--- config.mk ---
export PLATFORM = sky130hd
export DESIGN_NAME = pe_dot_scheduler_flat
export DESIGN_NICKNAME = d
export VERILOG_FILES = /design/src/rtl/pe_dot_scheduler_if.sv /design/src/rtl/pe_dot_scheduler.sv /design/src/flat_wrapper.sv
export SDC_FILE = /design/constraint.sdc
export NUM_CORES = 1
export LEC_CHECK = 0
export CAP_MARGIN = 30
export CORE_MARGIN = 2
export CORE_UTILIZATION = 59
export DETAILED_ROUTE_END_ITERATION = 10
export HOLD_SLACK_MARGIN = 0.02
export PLACE_DENSITY = 0.89
export SLEW_MARGIN = 10
export SYNTH_ARGS = -nofsm -noshare
export SYNTH_HDL_FRONTEND = slang
export SYNTH_SLANG_ARGS = --single-unit
--- constraint.sdc ---
create_clock -name clk -period 7.7 [get_ports clk]
set_input_delay 1.54 -clock clk [delete_from_list [all_inputs] [get_ports clk]]
set_output_delay 1.54 -clock clk [all_outputs]
set_load 0.005 [all_outputs]
--- src/rtl/pe_dot_scheduler_if.sv ---
// Handshake bundle for pe_dot_scheduler: job control, operand stream, PE port, result port.
// res_ovf exists only when ACC_SAT_EN is defined.
interface pe_dot_scheduler_if #(
  parameter int DEPTH = 8,
  parameter int LEN_W = 8,
  parameter int ACC_W = 32
);
  logic                       start;
  logic [LEN_W-1:0]           cfg_len;
  logic                       busy;
  logic                       in_valid;
  logic                       in_ready;
  logic [7:0]                 in_a;
  logic [7:0]                 in_b;
  logic                       pe_en;
  logic [7:0]                 pe_a;
  logic [7:0]                 pe_b;
  logic                       pe_done;
  logic [15:0]                pe_c;
  logic                       res_valid;
  logic                       res_ready;
  logic [ACC_W-1:0]           res_data;
  logic [LEN_W-1:0]           res_count;
  logic [$clog2(DEPTH):0]     fifo_level;
`ifdef ACC_SAT_EN
  logic                       res_ovf;
`endif

  modport slave (
    input  start, cfg_len, in_valid, in_a, in_b, pe_done, pe_c, res_ready,
    output busy, in_ready, pe_en, pe_a, pe_b, res_valid, res_data, res_count, fifo_level
`ifdef ACC_SAT_EN
    , output res_ovf
`endif
  );

  modport master (
    output start, cfg_len, in_valid, in_a, in_b, pe_done, pe_c, res_ready,
    input  busy, in_ready, pe_en, pe_a, pe_b, res_valid, res_data, res_count, fifo_level
`ifdef ACC_SAT_EN
    , input res_ovf
`endif
  );
endinterface

--- src/rtl/pe_dot_scheduler.sv ---
// Dot-product sequencer: buffers operand pairs, feeds them one at a time to a multi-cycle PE,
// accumulates the products. Optional macro ACC_SAT_EN: saturating accumulator with sticky res_ovf.
module pe_dot_scheduler #(
  parameter int DEPTH = 8,
  parameter int LEN_W = 8,
  parameter int ACC_W = 32
) (
  input logic               clk,
  input logic               rst,
  pe_dot_scheduler_if.slave bus
);
  localparam int PTR_W = $clog2(DEPTH);
  localparam int LVL_W = PTR_W + 1;

  typedef enum logic [1:0] {IDLE, FETCH, ISSUE, RESULT} state_t;

  state_t state, state_next;

  logic [15:0]      mem [DEPTH];
  logic [PTR_W-1:0] wr_ptr, rd_ptr;
  logic [LVL_W-1:0] level;
  logic             full, empty, push, pop;

  logic             load, accum;
  logic [LEN_W-1:0] len, cnt, cnt_inc;
  logic [ACC_W-1:0] acc;
  logic [7:0]       op_a, op_b;

  assign full    = (level == LVL_W'(DEPTH));
  assign empty   = (level == '0);
  assign push    = bus.in_valid & ~full;
  assign cnt_inc = cnt + LEN_W'(1);

  always_ff @(posedge clk) begin
    if (rst) state <= IDLE;
    else     state <= state_next;
  end

  always_comb begin
    state_next = state;
    pop        = 1'b0;
    load       = 1'b0;
    accum      = 1'b0;
    case (state)
      IDLE: begin
        if (bus.start) begin
          load       = 1'b1;
          state_next = (bus.cfg_len == '0) ? RESULT : FETCH;
        end
      end
      FETCH: begin
        if (!empty) begin
          pop        = 1'b1;
          state_next = ISSUE;
        end
      end
      ISSUE: begin
        if (bus.pe_done) begin
          accum      = 1'b1;
          state_next = (cnt_inc == len) ? RESULT : FETCH;
        end
      end
      RESULT: begin
        if (bus.res_ready) state_next = IDLE;
      end
      default: state_next = IDLE;
    endcase
  end

  // Storage is not reset; occupancy and pointers alone define what is valid.
  always_ff @(posedge clk) begin
    if (push) mem[wr_ptr] <= {bus.in_a, bus.in_b};
  end

  always_ff @(posedge clk) begin
    if (rst) begin
      wr_ptr <= '0;
      rd_ptr <= '0;
      level  <= '0;
    end else begin
      if (push) wr_ptr <= wr_ptr + PTR_W'(1);
      if (pop)  rd_ptr <= rd_ptr + PTR_W'(1);
      case ({push, pop})
        2'b10:   level <= level + LVL_W'(1);
        2'b01:   level <= level - LVL_W'(1);
        default: level <= level;
      endcase
    end
  end

`ifdef ACC_SAT_EN
  logic             ovf;
  logic [ACC_W:0]   sum;
  assign sum = {1'b0, acc} + (ACC_W+1)'(bus.pe_c);
`else
  logic [ACC_W-1:0] sum;
  assign sum = acc + ACC_W'(bus.pe_c);
`endif

  always_ff @(posedge clk) begin
    if (rst) begin
      len  <= '0;
      cnt  <= '0;
      acc  <= '0;
      op_a <= '0;
      op_b <= '0;
`ifdef ACC_SAT_EN
      ovf  <= 1'b0;
`endif
    end else begin
      if (load) begin
        len <= bus.cfg_len;
        cnt <= '0;
        acc <= '0;
`ifdef ACC_SAT_EN
        ovf <= 1'b0;
`endif
      end
      if (pop) {op_a, op_b} <= mem[rd_ptr];
      if (accum) begin
        cnt <= cnt_inc;
`ifdef ACC_SAT_EN
        if (sum[ACC_W]) begin
          acc <= '1;
          ovf <= 1'b1;
        end else begin
          acc <= sum[ACC_W-1:0];
        end
`else
        acc <= sum;
`endif
      end
    end
  end

  assign bus.busy       = (state != IDLE);
  assign bus.in_ready   = ~full;
  assign bus.pe_en      = (state == ISSUE);
  assign bus.pe_a       = op_a;
  assign bus.pe_b       = op_b;
  assign bus.res_valid  = (state == RESULT);
  assign bus.res_data   = acc;
  assign bus.res_count  = cnt;
  assign bus.fifo_level = level;
`ifdef ACC_SAT_EN
  assign bus.res_ovf    = ovf;
`endif
endmodule

--- src/flat_wrapper.sv ---
// flat-port wrapper written by rule: the top's interface ports become plain ports
module pe_dot_scheduler_flat 
#(
  parameter int DEPTH = 8,
  parameter int LEN_W = 8,
  parameter int ACC_W = 32
)
  (clk, rst, bus_start, bus_cfg_len, bus_in_valid, bus_in_a, bus_in_b, bus_pe_done, bus_pe_c, bus_res_ready, bus_busy, bus_in_ready, bus_pe_en, bus_pe_a, bus_pe_b, bus_res_valid, bus_res_data, bus_res_count, bus_fifo_level);
  pe_dot_scheduler_if #(.DEPTH(DEPTH), .LEN_W(LEN_W), .ACC_W(ACC_W)) bus_i ();
  input logic clk;
  input logic rst;
  input wire logic [$bits(bus_i.start)-1:0] bus_start;
  input wire logic [$bits(bus_i.cfg_len)-1:0] bus_cfg_len;
  input wire logic [$bits(bus_i.in_valid)-1:0] bus_in_valid;
  input wire logic [$bits(bus_i.in_a)-1:0] bus_in_a;
  input wire logic [$bits(bus_i.in_b)-1:0] bus_in_b;
  input wire logic [$bits(bus_i.pe_done)-1:0] bus_pe_done;
  input wire logic [$bits(bus_i.pe_c)-1:0] bus_pe_c;
  input wire logic [$bits(bus_i.res_ready)-1:0] bus_res_ready;
  output wire logic [$bits(bus_i.busy)-1:0] bus_busy;
  output wire logic [$bits(bus_i.in_ready)-1:0] bus_in_ready;
  output wire logic [$bits(bus_i.pe_en)-1:0] bus_pe_en;
  output wire logic [$bits(bus_i.pe_a)-1:0] bus_pe_a;
  output wire logic [$bits(bus_i.pe_b)-1:0] bus_pe_b;
  output wire logic [$bits(bus_i.res_valid)-1:0] bus_res_valid;
  output wire logic [$bits(bus_i.res_data)-1:0] bus_res_data;
  output wire logic [$bits(bus_i.res_count)-1:0] bus_res_count;
  output wire logic [$bits(bus_i.fifo_level)-1:0] bus_fifo_level;
  assign bus_i.start = bus_start;
  assign bus_i.cfg_len = bus_cfg_len;
  assign bus_i.in_valid = bus_in_valid;
  assign bus_i.in_a = bus_in_a;
  assign bus_i.in_b = bus_in_b;
  assign bus_i.pe_done = bus_pe_done;
  assign bus_i.pe_c = bus_pe_c;
  assign bus_i.res_ready = bus_res_ready;
  assign bus_busy = bus_i.busy;
  assign bus_in_ready = bus_i.in_ready;
  assign bus_pe_en = bus_i.pe_en;
  assign bus_pe_a = bus_i.pe_a;
  assign bus_pe_b = bus_i.pe_b;
  assign bus_res_valid = bus_i.res_valid;
  assign bus_res_data = bus_i.res_data;
  assign bus_res_count = bus_i.res_count;
  assign bus_fifo_level = bus_i.fifo_level;
  pe_dot_scheduler #(.DEPTH(DEPTH), .LEN_W(LEN_W), .ACC_W(ACC_W)) u_core (.clk(clk), .rst(rst), .bus(bus_i));
endmodule
==> key figures <==
Worst setup path
  • Critical path peak fanout: 20
  • Slowest-stage cell, CP: and3b_1
  • Worst path bufs/invs: 1
  • CP cell instances: clkdlybuf4s50_1 > and3b_1 > nand4_1 > nor3_1 > o211ai_1 > a21boi_1 > mux2_1 > nor2_1
  • Reg2reg start: u_core.bus.fifo_level[0]
  • CP max stage delay: 0.72 ns
  • Critical R2R Capture: u_core.bus.fifo_level[3]
  • Worst path top cell family by delay: simple AND/OR/NAND/NOR gates
  • Reg2Reg Setup Slack: 4.62 ns
  • Critical Path AT: 4.34 ns
  • Worst EP required: 8.13 ns
  • Crit path capture type: flip-flop
  • Crit path kind: in -> reg
  • Startpoint types: input pin
  • Worst-case reg-to-reg path depth: 10

Detailed routing
  • Final WL: 21.7 mm
  • DRC violations left: 0
  • DR WL/cell: 21.3 um
  • DR iter-0 viols: around 650
  • Final ANT Viol Nets: 0
  • Via-to-Cell Ratio: roughly 6.2
  • First-pass detailed-route iteration total: 5
  • Via count: 6374

Clocking
  • Clock root buffer: clkbuf_16
  • Post-cts resize count: 0
  • Setup Buffers After CTS: 0
  • Num CTS Buffers: 21
  • Clk sink count: between 200 and 250
  • H-tree level count: 1
  • CTS tree: built
  • Clock Path Buffers: 3
  • Clock transition at path regs: 0.06 ns
  • Later-pin clock latency in the skew report: 0.50 ns
  • Cts hold-fix bufs: 0

Run
  • Number of max-cap violations: 0

Pwr
  • Sw Pwr: 752 uW
  • Max VDD drop: roughly 0.22 mV
  • Tot Pwr: 2810 uW
  • PD cells: 255 mW/mm^2
  • LEAKAGE: roughly 0.0037 uW
  • P_int: 2060 uW
  • Clk pwr share: 0.344
  • Reg power frac: 0.458
  • Sw Ratio: 0.267
  • Combinational power share: 0.197

Synth
  • Predominant post-synthesis flop cell: edfxtp_1
  • Ys async rst share: 0
  • Syn Area/Cell: about 13 sq um
  • Top cells by area, synth: edfxtp_1, dfxtp_1, mux4_2
  • Mapped Area: approximately 0.0090 sq mm
  • Yosys reg bits: 204
  • Synth Net Count: 779
  • Post-synth EDFFs: roughly 130
  • Yosys Warn Count: 0
  • Part of the Yosys area used for sequential elements: 0.595
  • Post-synth top area share: 0.426
  • Mapped Cells: just over 700
  • Leading area contributor after synthesis: edfxtp_1
  • Unique masters post-synth: 60

Final layout
  • Fin nets: 890
  • Layout cells sized above 1: 0.119
  • Multi-input logic area: around 0.0035 sq mm
  • Design area: 0.0110 sq mm
  • Utilization after layout: 0.732
  • Synth-to-layout area growth: 22.4%
  • Reg area: 0.00537 sq mm
  • Layout fillers: about 960
  • Diode count: 0

Placed design
  • DP Area: between 0.01 and 0.015 sq mm
  • Gpl congestion: approximately 0.90
  • Number of port buffers: 109
  • Post-DP HPWL: 13.9 mm

Min path
  • Hold wc startpoint: u_core.len[7]
  • Worst hold stages: 2
  • Worst Hold Class: reg -> reg
  • Hold EP: u_core.len[7]

Floorplan
  • Full die area: 0.0163 sq mm
  • Initial Util: 0.598
  • Rows: 45
  • # IOs: 110
  • Core area: 0.0151 sq mm
  • Die height: between 100 and 150 um
  • Die width: 128 um

GRT
  • Initial antenna violation count: 0
  • Largest net degree at the start of global routing: 78
  • All-layer global routing usage: 0.270
  • First-pass GRT wire length: 34.3 mm
  • Global route overflow: 0
  • Vias in the first global route: 6402

STA
  • Final setup skew: about 0.02 ns
  • Max-slew headroom: 0.393
  • Tmin final: 3.91 ns
  • FMAX: 256 MHz
  • Setup TNS: 0 ns
  • Worst-margin pin slew: 0.903 ns
  • Final Cycle Share: 0.508
  • RSZ-0062 raised after global routing: false
  • Final Slew Violations: 0
  • Fin. Hold Viols: 0
  • Final setup viols: 0

Run status
  • Status: finished clean
-- cells in the mapped netlist (2+ instances only) --
| master | count |
|---|---|
| a211oi_1 | 18 |
| a21o_1 | 6 |
| a21oi_1 | 46 |
| a22oi_1 | 7 |
| a31oi_1 | 3 |
| a32oi_1 | 2 |
| and2_1 | 3 |
| and3_1 | 7 |
| and4_1 | 2 |
| buf_1 | 2 |
| buf_2 | 10 |
| clkbuf_1 | 21 |
| dfxtp_1 | 76 |
| edfxtp_1 | 128 |
| fa_1 | 2 |
| ha_1 | 22 |
| inv_1 | 10 |
| mux2_1 | 6 |
| mux2i_1 | 20 |
| mux4_2 | 32 |
| nand2_1 | 55 |
| nand2b_1 | 8 |
| nand3_1 | 18 |
| nand3b_1 | 9 |
| nand4_1 | 5 |
| nand4b_1 | 2 |
| nor2_1 | 69 |
| nor2b_1 | 4 |
| nor3_1 | 8 |
| nor4_1 | 5 |
| o211ai_1 | 4 |
| o21ai_0 | 23 |
| o21ai_1 | 3 |
| o21bai_1 | 3 |
| o311ai_0 | 3 |
| o31ai_1 | 4 |
| or2_2 | 6 |
| or3_1 | 6 |
| or4_1 | 3 |
| xnor2_1 | 19 |
| xor2_1 | 10 |
-- stage by stage --
| step | hold slack (ns) | setup slack, ns | std cells |
|---|---|---|---|
| 6_report | 0.466 | 3.79 | 1023 |
| 4_1_cts | 0.468 | 3.83 | 1019 |
| 5_1_grt | 0.500 | 3.58 | 1023 |
| 2_1_floorplan | 0.448 | 4.22 | 709 |
| 3_5_place_dp | 0.460 | 3.31 | 981 |
| 3_3_place_gp | 0.457 | 3.48 | 976 |
-- tightest hold or removal path: stages, from the launching register on --
cell and delay (ns):
dfxtp_1 0.31, nand2_1 0.05, a21oi_1 0.05
-- cells by family (layout without fill, tap and decap cells) --
group | Yosys count | after routing | synth area share
fa+ha+maj | 24 | 24 | 0.0350
mux | 59 | 59 | 0.111
simple gates | 218 | 218 | 0.120
buf+inv | 44 | 170 | 0.0201
compound gates | 131 | 131 | 0.0913
xor+xnor | 29 | 29 | 0.0282
flops | 204 | 204 | 0.595
-- worst max path at each step --
stage,from,endpoint,depth (start not counted)
floorplan,bus_in_valid,u_core.mem[0][0],3
global placement,bus_pe_done,u_core.bus.res_data[23],8
detailed placement,bus_pe_done,u_core.bus.res_data[23],8
CTS,bus_pe_done,u_core.bus.res_data[23],8
global route,bus_pe_done,u_core.bus.res_data[27],8
finish,bus_pe_done,u_core.bus.res_data[23],8
-- per-layer routing --
layer | vias up | wire (um) | global-route usage
li1 | 2890 | - | -
met1 | 3141 | 8550 | 0.352
met2 | 298 | 11200 | 0.465
met3 | 45 | 1590 | 0.0440
met4 | 0 | 439 | 0.0905
met5 | - | 0 | 0
-- flip-flops by register name, indices dropped and copies added, names as in the netlist --
| name | cells |
|---|---|
| u_core.bus.pe_a | 8 |
| u_core.wr_ptr | 3 |
| u_core.bus.fifo_level | 4 |
| u_core.bus.pe_b | 8 |
| u_core.bus.res_data | 32 |
| u_core.rd_ptr | 3 |
| u_core.mem | 128 |
| u_core.len | 8 |
| u_core.state | 2 |
| u_core.bus.res_count | 8 |
-- cell usage in the layout (no fill, tap or decap), types with 18 or more instances in the layout --
cell and instances:
edfxtp_1 128, clkdlybuf4s50_1 108, dfxtp_1 74, nor2_1 63, nand2_1 55, a21oi_1 46
mux4_2 32, o21ai_0 23, ha_1 22, clkbuf_16 21, mux2i_1 20, xnor2_1 19
nand3_1 18, a211oi_1 18
-- layout make-up --
cell class / count / area share
inverter: 10 / 0.00340
sequential: 204 / 0.486
clock buffer: 29 / 0.0521
tap: 188 / 0.0213
multi-input combinational: 461 / 0.318
timing repair buffer: 122 / 0.112
clock inverter: 9 / 0.00623
-- power groups by stage --
stage          registers (uW)  logic [uW]  clock network, uW
3_5_place_dp             1310         543                  0
4_1_cts                  1290         552                978
6_report                 1290         555                968
3_3_place_gp             1300         519                  0
5_1_grt                  1300         606               1020
2_1_floorplan            1290         346                  0
No activity file was read; power rests on OpenSTA's default activity.
==> variant (config.mk and constraints unchanged) <==
The 4 states of `state_t` get a Gray code encoding in 2 bits.
--- a/src/rtl/pe_dot_scheduler.sv
+++ b/src/rtl/pe_dot_scheduler.sv
@@ -12,7 +12,7 @@
   localparam int PTR_W = $clog2(DEPTH);
   localparam int LVL_W = PTR_W + 1;
 
-  typedef enum logic [1:0] {IDLE, FETCH, ISSUE, RESULT} state_t;
+  typedef enum logic [1:0] {IDLE = 2'b00, FETCH = 2'b01, ISSUE = 2'b11, RESULT = 2'b10} state_t;
 
   state_t state, state_next;
 
Behaviour: no difference found for any inputs over 4 cycles, from zero or initial values and one cycle with rst high; so few cycles prove little.
==> variant against the original RTL <==
Count of clock-buffer cells in the layout did not move; area after synthesis rose by 0.67%; combinational power barely moved; total power rose by 1.4%; fmax rose by 4.5%; critical path depth rose by 2; setup slack improved by 0.17 ns; sequential cell count did not move; clock skew fell by 0.00098 ns; synthesized cell count rose by 0.71%; routed wire length fell by 3.2%; hold slack improved by 0.0054 ns; final area rose by 0.68%; critical path type unchanged; critical endpoint is now u_core.bus.res_data[22]; largest cell class unchanged; highest routed layer unchanged.
==> variant: results (changes against the original RTL) <==
share of layout cells above drive strength 1 = 0.121 (was 0.119)
Net Count, Synth = 784 (was 779)
RR Endpoint = u_core.bus.fifo_level[3] (unchanged)
Top FF cell, synth = edfxtp_1 (unchanged)
clock buffer depth = 3 (unchanged)
Synth cell types = 63 (was 60)
slack of the critical path = 3.96 ns (was 3.79 ns)
register area share after synthesis = 0.591 (was 0.595)
HP Class = flip-flop to flip-flop (unchanged)
max_cap viols = 0 (unchanged)
PortBufs = 109 (unchanged)
Worst Setup SP = bus_pe_c[0] (was bus_pe_done)
number of post-CTS setup repair buffers = 0 (unchanged)
wire per inst = 20.5 um (was 21.3 um)
most frequent cells after synthesis = edfxtp_1 (128), nor2_1 (78), dfxtp_1 (76), nand2_1 (57), a21oi_1 (40) (was edfxtp_1 (128), dfxtp_1 (76), nor2_1 (69), nand2_1 (55), a21oi_1 (46))
crit path max-delay cell type = clkdlybuf4s50_1 (was and3b_1)
First DRT Iteration DRCs = 532 (was 646)
Resized Gates After CTS = 0 (unchanged)
worst endpoint data arrival time = 4.16 ns (was 4.34 ns)
Fin Clk Skew = 0.0191 ns (was 0.0200 ns)
relative slew slack = 0.373 (was 0.393)
Max VDD drop = 234 uV (was 222 uV)
r2r worst-path depth = 11 (was 10)
EDFF count, synth = 128 (unchanged)
Worst Path Max Fanout = 9 (was 20)
Pre-antenna DRT Iters = 6 (was 5)
hpwl dp = 13.4 mm (was 13.9 mm)
Placement Setup Slack = 3.50 ns (was 3.31 ns)
Synth Warn # = 0 (unchanged)
status = completed (unchanged)
crit path to = u_core.bus.res_data[22] (was u_core.bus.res_data[23])
flop-to-flop setup slack = 4.92 ns (was 4.62 ns)
first-pass GRT wire length = 32.7 mm (was 34.3 mm)
Leak Pwr = 3.74 nW (was 3.70 nW)
vias in the first global route = 6359 (was 6402)
largest net degree at the start of global routing = 79 (was 78)
n_diodes = 0 (unchanged)
RD Place Congestion = 0.922 (was 0.905)
htree depth = 1 (unchanged)
Via Count = 6288 (was 6374)
Clock Root Buffer = clkbuf_16 (unchanged)
async set or reset register ratio after synthesis = 0 (unchanged)
critical path's largest stage delay = 0.46 ns (was 0.72 ns)
Clock Latency Late Sink = 0.51 ns
largest register by flop count = u_core.mem (unchanged)
cells taking the most area after synthesis = edfxtp_1 (42%), dfxtp_1 (17%), mux4_2 (7.9%), nor2_1 (3.2%), ha_1 (3.0%) (was edfxtp_1 (43%), dfxtp_1 (17%), mux4_2 (8.0%), ha_1 (3.1%), nor2_1 (2.9%))
Final nets = 893 (was 890)
GR Util All Layers = 0.257 (was 0.270)
variant: cell type report:
type                            instances  area [um^2]
Inverter                               10         37.5
Sequential cell                       204         5370
Clock buffer                           29          579
Fill cell                             926         4030
Tap cell                              188          235
Clock inverter                          9         95.1
Timing Repair Buffer                  121         1240
Multi-Input combinational cell        465         3560
variant: layer usage:
metal | part of all wire | GRT usage | vias to the layer above
met5 | 0 | 0 | -
met3 | 0.069 | 0.0467 | 46
li1 | - | - | 2927
met4 | 0.023 | 0.0692 | 0
met1 | 0.39 | 0.316 | 3073
met2 | 0.52 | 0.467 | 242
variant: per-stage QoR:
step / utilization / cell area (um^2) / hold slack (ns) / power, mW / instances
finish: 0.734 / 11100 / 0.472 / 2.85 / 1026
global route: 0.734 / 11100 / 0.493 / 2.96 / 1026
CTS: 0.729 / 11000 / 0.473 / 2.86 / 1021
detailed placement: 0.685 / 10400 / 0.465 / 1.86 / 983
global placement: 0.681 / 10300 / 0.463 / 1.82 / 979
floorplan: - / 9080 / 0.448 / 1.65 / 714
variant: critical path: cells and delay by family:
kind / cells / cell delay (ns)
compound gates: 4 / 0.93
buf+inv: 2 / 0.52
simple gates: 2 / 0.60
fa+ha+maj: 2 / 0.57
variant: how the worst min path moves through the flow:
stage	start	end	slack, ns	cells after the start
floorplan	u_core.len[0]	u_core.len[0]	0.45	2
global placement	u_core.len[0]	u_core.len[0]	0.46	2
detailed placement	u_core.len[3]	u_core.len[3]	0.46	2
CTS	u_core.len[3]	u_core.len[3]	0.47	2
global route	u_core.len[1]	u_core.len[1]	0.49	2
finish	u_core.len[3]	u_core.len[3]	0.47	2
variant: cell families (layout without fill, tap and decap cells):
kind of cell,after synthesis,after routing,synth area share
AND/OR/NAND/NOR,223,223,0.117
flip-flops,204,204,0.591
AO/OA/AOI/OAI,133,133,0.101
multiplexers,60,60,0.111
buffers and inverters,45,169,0.0205
XOR/XNOR,25,25,0.0241
adder cells (fa/ha/maj),24,24,0.0347
variant: power breakdown:
group / switching [mW] / total (mW) / internal [mW]
Clock: 0.415 / 1.01 / 0.593
Sequential: 0.0521 / 1.29 / 1.23
Combinational: 0.275 / 0.556 / 0.281
Total: 0.742 / 2.85 / 2.11
